### src/rtl/mem_pkg.sv
// +----------------------------------------------------------------------------+
// | mem_pkg : address map, buffer depth and FSM encoding for mem_access_unit    |
// | Rev 1.0                                                                     |
// +----------------------------------------------------------------------------+
`default_nettype none

package mem_pkg;
   localparam int FB_BASE_BIT   = 15;
   localparam int RAM_AW        = 8;
   localparam int FB_AW         = 15;
   localparam int DATA_W        = 16;
   localparam int FB_FIFO_DEPTH = 4;
   localparam int FB_LVL_W      = 3;

   typedef logic [0:0] state_t;
   localparam state_t IDLE    = 1'b0;
   localparam state_t RD_WAIT = 1'b1;

   typedef struct packed {
      logic [FB_AW-1:0]  addr;
      logic [DATA_W-1:0] data;
   } fb_wr_t;
endpackage

`default_nettype wire

### src/rtl/mem_access_unit_if.sv
// +----------------------------------------------------------------------------+
// | mem_access_unit_if : pipeline request, data RAM and framebuffer signals     |
// | Rev 1.0                                                                     |
// +----------------------------------------------------------------------------+
`default_nettype none

interface mem_access_unit_if;
   import mem_pkg::*;

   logic                req_valid;
   logic                req_we;
   logic [15:0]         req_addr;
   logic [DATA_W-1:0]   req_wdata;
   logic                stall;
   logic [DATA_W-1:0]   rdata;
   logic                rdata_valid;
   logic [RAM_AW-1:0]   ram_addr;
   logic [DATA_W-1:0]   ram_wdata;
   logic                ram_wren;
   logic [DATA_W-1:0]   ram_q;
   logic                fb_wr_valid;
   logic                fb_wr_ready;
   logic [FB_AW-1:0]    fb_wr_addr;
   logic [DATA_W-1:0]   fb_wr_data;
   logic [FB_LVL_W-1:0] fb_level;

   modport slave (
      input  req_valid, req_we, req_addr, req_wdata, ram_q, fb_wr_ready,
      output stall, rdata, rdata_valid, ram_addr, ram_wdata, ram_wren,
             fb_wr_valid, fb_wr_addr, fb_wr_data, fb_level
   );

   modport master (
      output req_valid, req_we, req_addr, req_wdata, ram_q, fb_wr_ready,
      input  stall, rdata, rdata_valid, ram_addr, ram_wdata, ram_wren,
             fb_wr_valid, fb_wr_addr, fb_wr_data, fb_level
   );
endinterface

`default_nettype wire

### src/rtl/fb_wr_fifo.sv
// +----------------------------------------------------------------------------+
// | fb_wr_fifo : small write buffer of {pixel address, data} ahead of the VGA   |
// | Rev 1.0                                                                     |
// +----------------------------------------------------------------------------+
`default_nettype none

module fb_wr_fifo
   import mem_pkg::*;
(
   input  wire logic                clk,
   input  wire logic                rst,
   input  wire logic                push_i,
   input  wire logic                pop_i,
   input  wire fb_wr_t              din_i,
   output      fb_wr_t              dout_o,
   output      logic                full_o,
   output      logic                empty_o,
   output      logic [FB_LVL_W-1:0] level_o
);
   localparam int PTR_W = $clog2(FB_FIFO_DEPTH);

   fb_wr_t              mem_q [FB_FIFO_DEPTH];
   logic [PTR_W-1:0]    wr_ptr_q;
   logic [PTR_W-1:0]    rd_ptr_q;
   logic [FB_LVL_W-1:0] level_q;
   logic                do_push;
   logic                do_pop;

   assign full_o  = (level_q == FB_LVL_W'(FB_FIFO_DEPTH));
   assign empty_o = (level_q == '0);
   assign level_o = level_q;
   assign dout_o  = mem_q[rd_ptr_q];

   // A push into a full buffer is legal when the head leaves in the same cycle.
   assign do_pop  = pop_i && !empty_o;
   assign do_push = push_i && (!full_o || do_pop);

   always_ff @(posedge clk or negedge rst) begin
      if (!rst) begin
         wr_ptr_q <= '0;
         rd_ptr_q <= '0;
         level_q  <= '0;
      end else begin
         if (do_push) wr_ptr_q <= wr_ptr_q + 1'b1;
         if (do_pop)  rd_ptr_q <= rd_ptr_q + 1'b1;
         case ({do_push, do_pop})
            2'b10:   level_q <= level_q + 1'b1;
            2'b01:   level_q <= level_q - 1'b1;
            default: level_q <= level_q;
         endcase
      end
   end

   always_ff @(posedge clk) begin
      if (do_push) mem_q[wr_ptr_q] <= din_i;
   end
endmodule

`default_nettype wire

### src/rtl/mem_access_unit.sv
// +----------------------------------------------------------------------------+
// | mem_access_unit : memory-stage decode to data RAM or framebuffer writes.   |
// | FB_WRITE_BUFFER_EN adds a 4-entry framebuffer write FIFO.                  |
// | Rev 1.0                                                                     |
// +----------------------------------------------------------------------------+
`default_nettype none

module mem_access_unit
   import mem_pkg::*;
(
   input wire logic          clk,
   input wire logic          rst,
   mem_access_unit_if.slave  bus
);
   state_t            state_q;
   state_t            state_d;
   logic [DATA_W-1:0] rdata_q;
   logic [DATA_W-1:0] rdata_d;
   logic              rd_valid;
   logic              idle;
   logic              is_fb;
   logic              ram_st;
   logic              ram_ld;
   logic              fb_st;
   logic              fb_ld;
   logic              fb_stall;

   // While a RAM load completes the held request is the same load, so ignore it.
   assign idle   = (state_q == IDLE);
   assign is_fb  = bus.req_addr[FB_BASE_BIT];
   assign ram_st = idle && bus.req_valid && !is_fb &&  bus.req_we;
   assign ram_ld = idle && bus.req_valid && !is_fb && !bus.req_we;
   assign fb_st  = idle && bus.req_valid &&  is_fb &&  bus.req_we;
   assign fb_ld  = idle && bus.req_valid &&  is_fb && !bus.req_we;

   always_comb begin
      state_d  = state_q;
      rdata_d  = rdata_q;
      rd_valid = 1'b0;
      if (state_q == RD_WAIT) begin
         rd_valid = 1'b1;
         rdata_d  = bus.ram_q;
         state_d  = IDLE;
      end else if (ram_ld) begin
         state_d  = RD_WAIT;
      end else if (fb_ld) begin
         rd_valid = 1'b1;
         rdata_d  = '0;
      end
   end

   always_ff @(posedge clk or negedge rst) begin
      if (!rst) begin
         state_q <= IDLE;
         rdata_q <= '0;
      end else begin
         state_q <= state_d;
         rdata_q <= rdata_d;
      end
   end

   assign bus.rdata       = rdata_d;
   assign bus.rdata_valid = rst && rd_valid;
   assign bus.stall       = rst && (ram_ld || fb_stall);
   assign bus.ram_addr    = bus.req_addr[RAM_AW-1:0];
   assign bus.ram_wdata   = bus.req_wdata;
   assign bus.ram_wren    = rst && ram_st;

`ifdef FB_WRITE_BUFFER_EN
   fb_wr_t              fifo_din;
   fb_wr_t              fifo_head;
   logic                fifo_full;
   logic                fifo_empty;
   logic                fifo_pop;
   logic [FB_LVL_W-1:0] fifo_level;

   assign fifo_din = '{addr: bus.req_addr[FB_AW-1:0], data: bus.req_wdata};
   assign fifo_pop = !fifo_empty && bus.fb_wr_ready;
   assign fb_stall = fb_st && fifo_full && !fifo_pop;

   fb_wr_fifo u_fb_wr_fifo (
      .clk     (clk),
      .rst     (rst),
      .push_i  (fb_st),
      .pop_i   (fifo_pop),
      .din_i   (fifo_din),
      .dout_o  (fifo_head),
      .full_o  (fifo_full),
      .empty_o (fifo_empty),
      .level_o (fifo_level)
   );

   assign bus.fb_wr_valid = !fifo_empty;
   assign bus.fb_wr_addr  = fifo_head.addr;
   assign bus.fb_wr_data  = fifo_head.data;
   assign bus.fb_level    = fifo_level;
`else
   assign fb_stall        = fb_st && !bus.fb_wr_ready;
   assign bus.fb_wr_valid = rst && fb_st;
   assign bus.fb_wr_addr  = bus.req_addr[FB_AW-1:0];
   assign bus.fb_wr_data  = bus.req_wdata;
   assign bus.fb_level    = '0;
`endif
endmodule

`default_nettype wire

### src/flat_wrapper.sv
// flat-port wrapper written by rule: the top's interface ports become plain ports
module mem_access_unit_flat import mem_pkg::*;
  (clk, rst, bus_req_valid, bus_req_we, bus_req_addr, bus_req_wdata, bus_ram_q, bus_fb_wr_ready, bus_stall, bus_rdata, bus_rdata_valid, bus_ram_addr, bus_ram_wdata, bus_ram_wren, bus_fb_wr_valid, bus_fb_wr_addr, bus_fb_wr_data, bus_fb_level);
  mem_access_unit_if bus_i ();
  input wire logic clk;
  input wire logic rst;
  input wire logic [$bits(bus_i.req_valid)-1:0] bus_req_valid;
  input wire logic [$bits(bus_i.req_we)-1:0] bus_req_we;
  input wire logic [$bits(bus_i.req_addr)-1:0] bus_req_addr;
  input wire logic [$bits(bus_i.req_wdata)-1:0] bus_req_wdata;
  input wire logic [$bits(bus_i.ram_q)-1:0] bus_ram_q;
  input wire logic [$bits(bus_i.fb_wr_ready)-1:0] bus_fb_wr_ready;
  output wire logic [$bits(bus_i.stall)-1:0] bus_stall;
  output wire logic [$bits(bus_i.rdata)-1:0] bus_rdata;
  output wire logic [$bits(bus_i.rdata_valid)-1:0] bus_rdata_valid;
  output wire logic [$bits(bus_i.ram_addr)-1:0] bus_ram_addr;
  output wire logic [$bits(bus_i.ram_wdata)-1:0] bus_ram_wdata;
  output wire logic [$bits(bus_i.ram_wren)-1:0] bus_ram_wren;
  output wire logic [$bits(bus_i.fb_wr_valid)-1:0] bus_fb_wr_valid;
  output wire logic [$bits(bus_i.fb_wr_addr)-1:0] bus_fb_wr_addr;
  output wire logic [$bits(bus_i.fb_wr_data)-1:0] bus_fb_wr_data;
  output wire logic [$bits(bus_i.fb_level)-1:0] bus_fb_level;
  assign bus_i.req_valid = bus_req_valid;
  assign bus_i.req_we = bus_req_we;
  assign bus_i.req_addr = bus_req_addr;
  assign bus_i.req_wdata = bus_req_wdata;
  assign bus_i.ram_q = bus_ram_q;
  assign bus_i.fb_wr_ready = bus_fb_wr_ready;
  assign bus_stall = bus_i.stall;
  assign bus_rdata = bus_i.rdata;
  assign bus_rdata_valid = bus_i.rdata_valid;
  assign bus_ram_addr = bus_i.ram_addr;
  assign bus_ram_wdata = bus_i.ram_wdata;
  assign bus_ram_wren = bus_i.ram_wren;
  assign bus_fb_wr_valid = bus_i.fb_wr_valid;
  assign bus_fb_wr_addr = bus_i.fb_wr_addr;
  assign bus_fb_wr_data = bus_i.fb_wr_data;
  assign bus_fb_level = bus_i.fb_level;
  mem_access_unit u_core (.clk(clk), .rst(rst), .bus(bus_i));
endmodule
### config.mk
export PLATFORM = sky130hd
export DESIGN_NAME = mem_access_unit_flat
export DESIGN_NICKNAME = d
export VERILOG_FILES = /design/src/rtl/mem_pkg.sv /design/src/rtl/mem_access_unit_if.sv /design/src/rtl/fb_wr_fifo.sv /design/src/rtl/mem_access_unit.sv /design/src/flat_wrapper.sv
export SDC_FILE = /design/constraint.sdc
export NUM_CORES = 1
export LEC_CHECK = 0
export BUFFER_PORTS_ARGS = -buffer_cell sky130_fd_sc_hd__buf_2
export CORE_MARGIN = 5
export CORE_UTILIZATION = 30
export CTS_BUF_LIST = sky130_fd_sc_hd__clkbuf_2
export DETAILED_ROUTE_END_ITERATION = 8
export HOLD_SLACK_MARGIN = 0.02
export PLACE_DENSITY_LB_ADDON = 0.08
export SYNTH_ARGS = -nofsm -noshare
export SYNTH_HDL_FRONTEND = slang
export SYNTH_SLANG_ARGS = --single-unit
### constraint.sdc
create_clock -name clk -period 1.27 [get_ports clk]
set_clock_uncertainty 0.2 [all_clocks]
set_input_delay 0.0635 -clock clk [delete_from_list [all_inputs] [get_ports clk]]
set_output_delay 0.0635 -clock clk [all_outputs]
set_load 0.01 [all_outputs]
# Word level (Yosys, flattened, before mapping)
# Cells that the tools add are included.
dict set report word_totals {
  inputBits 53
  regBits 17
  elab_cells 27
}
dict set report op_classes {
  bitwise 1
  n_reduce_logical 16
  muxes 8
}
# op n
set ops {}
lappend ops {{$mux W16} 3}
lappend ops {{$logic_and A1 B1 Y1} 12}
lappend ops {{$mux W1} 5}
lappend ops {{$logic_not A1 Y1} 3}
lappend ops {{$logic_or A1 B1 Y1} 1}
lappend ops {{$not A1 Y1} 1}

# Longest topological paths before layout
dict set report depth {
  depth_word 8
  mapped_depth 5
  depth_no_buf 2
}

# Least setup slack after synthesis
# OpenSTA, ideal clock, no wires.
dict set report synth_timing {
  path_kind {reg-to-output}
  from {reg u_core.state_q}
  to {out bus_fb_wr_valid}
  stages_incl_launch_ff 5
  slack_ns -0.083
  path_buffers 3
  required_ns 1.007
  arrival_time_ns 1.089
  cell_sequence {dfrtp_1 -> buf_2 -> buf_2 -> buf_6 -> nor3b_1}
}
dict set report synth_between {
  elab_chain_cells 5
}
# element line
set synth_rtl {}
lappend synth_rtl {{from (decl)} mem_access_unit.sv:15} ;# state_t state_q;
lappend synth_rtl {{from (signal assigned)} mem_access_unit.sv:57} ;# state_q <= state_d;
lappend synth_rtl {{$not A1 Y1} mem_access_unit.sv:29} ;# assign idle = (state_q == IDLE);
lappend synth_rtl {{$logic_and A1 B1 Y1 (3 in a row)} mem_access_unit.sv:33} ;# assign fb_st = idle && bus.req_valid && is_fb && bus.req_we;
lappend synth_rtl {{$logic_and A1 B1 Y1} mem_access_unit.sv:99} ;# assign bus.fb_wr_valid = rst && fb_st;
lappend synth_rtl {{to (decl)} flat_wrapper.sv:19} ;# output wire logic [$bits(bus_i.fb_wr_valid)-1:0] bus_fb_wr_valid;
# No other way between the ends.

# Worst setup path in the final report
dict set report layout_timing {
  from {reg u_core.state_q}
  to {out bus_rdata[0]}
}
dict set report layout_between {
  elab_chain_cells 7
}
# element line
set layout_rtl {}
lappend layout_rtl {{$not A1 Y1} mem_access_unit.sv:29}
lappend layout_rtl {{$logic_and A1 B1 Y1} {mem_access_unit.sv:32, mem_access_unit.sv:34}}
lappend layout_rtl {{$logic_and A1 B1 Y1 (2 in a row)} mem_access_unit.sv:34} ;# assign fb_ld = idle && bus.req_valid && is_fb && !bus.req_we;
lappend layout_rtl {{$mux W16} mem_access_unit.sv:46} ;# end else if (fb_ld) begin
lappend layout_rtl {{$mux W16} mem_access_unit.sv:44} ;# end else if (ram_ld) begin
lappend layout_rtl {{$mux W16 (*)} mem_access_unit.sv:40} ;# if (state_q == RD_WAIT) begin
lappend layout_rtl {{to (decl)} flat_wrapper.sv:14} ;# output wire logic [$bits(bus_i.rdata)-1:0] bus_rdata;
# Mark *: on every way between the ends. The rest lies on a longest branch, timed or not.

==> qor.yml <==
status: "finished, violations left"
violations: "negative setup slack"
tritoncts: "done"
worst-path-max-fanout: 14
syn_area_mm2: 0.00123
numCtsBuffers: 3
grt_max_degree: 23
hold-worst-slack_ns: 0.135
totalPowerFinal_mw: 1.57
die_w_um: 74.0
arrival_ns: 1.38
ant_nets: 0
die_area_mm2: 0.00547
p_per_area_mw_per_mm2: 814
synthCells: 140
drive_gt1_share_pct: 53.2
ioPinCount: 131
vias_per_cell: 4.14
synth_cell_types: 17
num_rows: 23
clk_latency_ns: 0.29
fin_tns_setup_ns: -6.79
grt_usage_pct: 10.3
grt-ovfl-total: 0
period_minus_slack_ns: 1.65
finalMaxSlewViolations: 0
required_ns: 1.01
clock.fmax_ghz: 0.607
drc: 0
first_global_vias: 1001
critical_path_class: "reg -> out"
num_vias: 994
ys_seq_area_share_pct: 34.7
fin_crit_sh_pct: 130
antenna_found_initial: 0
fillers: 365
clock-sinks: 17
initial_core_util_pct: 30.9
hold_viol_final: 0
power.static_leakage_nw: 0.898
cts.htree.levels: 1
syn_area_per_cell_um2: 8.77
place.gp.congestion: 0.707
critPathLaunchType: "flip-flop"
clock_path_buffers: 2
yosysWarnings: 0
syn_to_final_growth_pct: 57.5
drt-initial-drc-count: 25
core_area_mm2: 0.00397
crit_path_end_kind: "output port"
die_y_um: 74.0
root_buffer: "clkbuf_2"
grt_setup_unrepaired: "yes"
seqCellArea_um2: 427
timing.final.ws_setup_ns: -0.378
cap_violations: 0
port_buffers: 41
routedWlPerCell_um: 12.9
nets: 244
grt_pass1_wl_um: 4460
ir_worst_vdd_v: 0.000377
multi_input_area_um2: 532
hold_class: "in -> reg"
ys_seq_elements: 17
drt-pass1-iter-count: 4
setup_viol: 24
hpwl_um: 1820
reg2reg_slack_ns: -0.03
antenna_cells: 0
path_clk_slew_ns: 0.17
wl_um: 3110
==> final cells by class <==
type,count,area share [%]
clock buffers,4,1.04
multi-input cells,61,27.5
flip-flops and latches,17,22.1
well taps,50,3.24
repair buffers,108,46.1
==> Yosys cell counts <==
| cell | count | share of area [%] |
|---|---|---|
| buf_2 | 2 | 0.82 |
| nor3_1 | 1 | 0.41 |
| nand3b_1 | 2 | 1.2 |
| nand2_1 | 16 | 4.9 |
| nand3_1 | 1 | 0.41 |
| and3b_1 | 1 | 0.71 |
| nor3b_1 | 2 | 1.2 |
| a21oi_1 | 1 | 0.41 |
| o21ai_1 | 9 | 3.7 |
| or2_2 | 1 | 0.51 |
| buf_4 | 58 | 35 |
| buf_6 | 4 | 3.7 |
| dfrtp_1 | 17 | 35 |
| o21ai_0 | 7 | 2.9 |
| conb_1 | 1 | 0.31 |
| nand2b_1 | 16 | 8.2 |
| o21a_1 | 1 | 0.61 |
==> routing by layer <==
metal,GRT usage [%],part of all wire (%),vias to the layer above
li1,-,-,483
met3,2.30,9.6,0
met5,0,0,-
met2,17.5,50,64
met1,13.4,41,447
met4,2.21,0,0
==> worst paths after layout <==
| path | to | cells after the start | start |
|---|---|---|---|
| worst max-delay path | bus_rdata[0] | 4 | u_core.state_q |
| worst min-delay path | u_core.rdata_q[4] | 4 | bus_req_valid |
| worst max register to register | u_core.rdata_q[14] | 5 | u_core.state_q |
| worst min register to register | u_core.rdata_q[0] | 2 | u_core.rdata_q[0] |
| max in group asynchronous | u_core.rdata_q[10] | 3 | rst |
| min in group asynchronous | u_core.state_q | 3 | rst |
==> where the power goes <==
group | switching [mW] | internal, mW | total [mW] | leakage (nW)
clock network | 0.174 | 0.0835 | 0.257 | 0.0166
registers | 0.0556 | 0.611 | 0.667 | 0.221
logic | 0.291 | 0.358 | 0.649 | 0.661
total | 0.520 | 1.05 | 1.57 | 0.898
==> critical path, cell delays in order (launching register included) <==
cell      delay (ns)
dfrtp_2         0.49
buf_6           0.16
nand2b_1        0.15
o21ai_2         0.14
buf_2           0.15
==> layout by cell type (no fill, tap or decap), drive strengths merged <==
master       instances
nand2b              16
buf                 56
or2                  1
dlygate4sd3         51
clkbuf               5
a21oi                1
and3b                1
nor3                 1
nor3b                2
dfrtp               17
o21a                 1
nand3                1
nand3b               2
nand2               16
o21ai               16
conb                 3
==> sequential cells by signal (all words and copies together), names as in the netlist <==
register        flops
u_core.state_q      1
u_core.rdata_q     16
==> repair_timing <==
action | CTS | global route
pin swaps | 0 | 4
setup endpoints to repair | 25 | 23
setup buffers | 1 | 3
gates resized for setup | 22 | 22
hold buffers | 51 | 0
gates cloned | 0 | 2
hold endpoints to repair | 89 | 0
==> through the flow <==
stage               util [%]  cell area (um2)  setup WS, ns  cells
global placement        28.3             1120       -0.0876    179
floorplan                  -             1270       -0.0631    142
CTS                     43.8             1740        -0.376    235
finish                  48.7             1930        -0.378    240
detailed placement      28.3             1120        -0.100    179
global route            48.7             1930        -0.469    240
==> cell families after synthesis <==
logic type             count (synthesis)  synth area share, %
DFF                                   17                 34.7
and+or+nand+nor                       40                 17.5
other                                  1                0.306
buffers and inverters                 64                 40.0
AOI/OAI and AO/OA                     18                 7.54
Note: power is estimated with default switching activity, not from simulation.
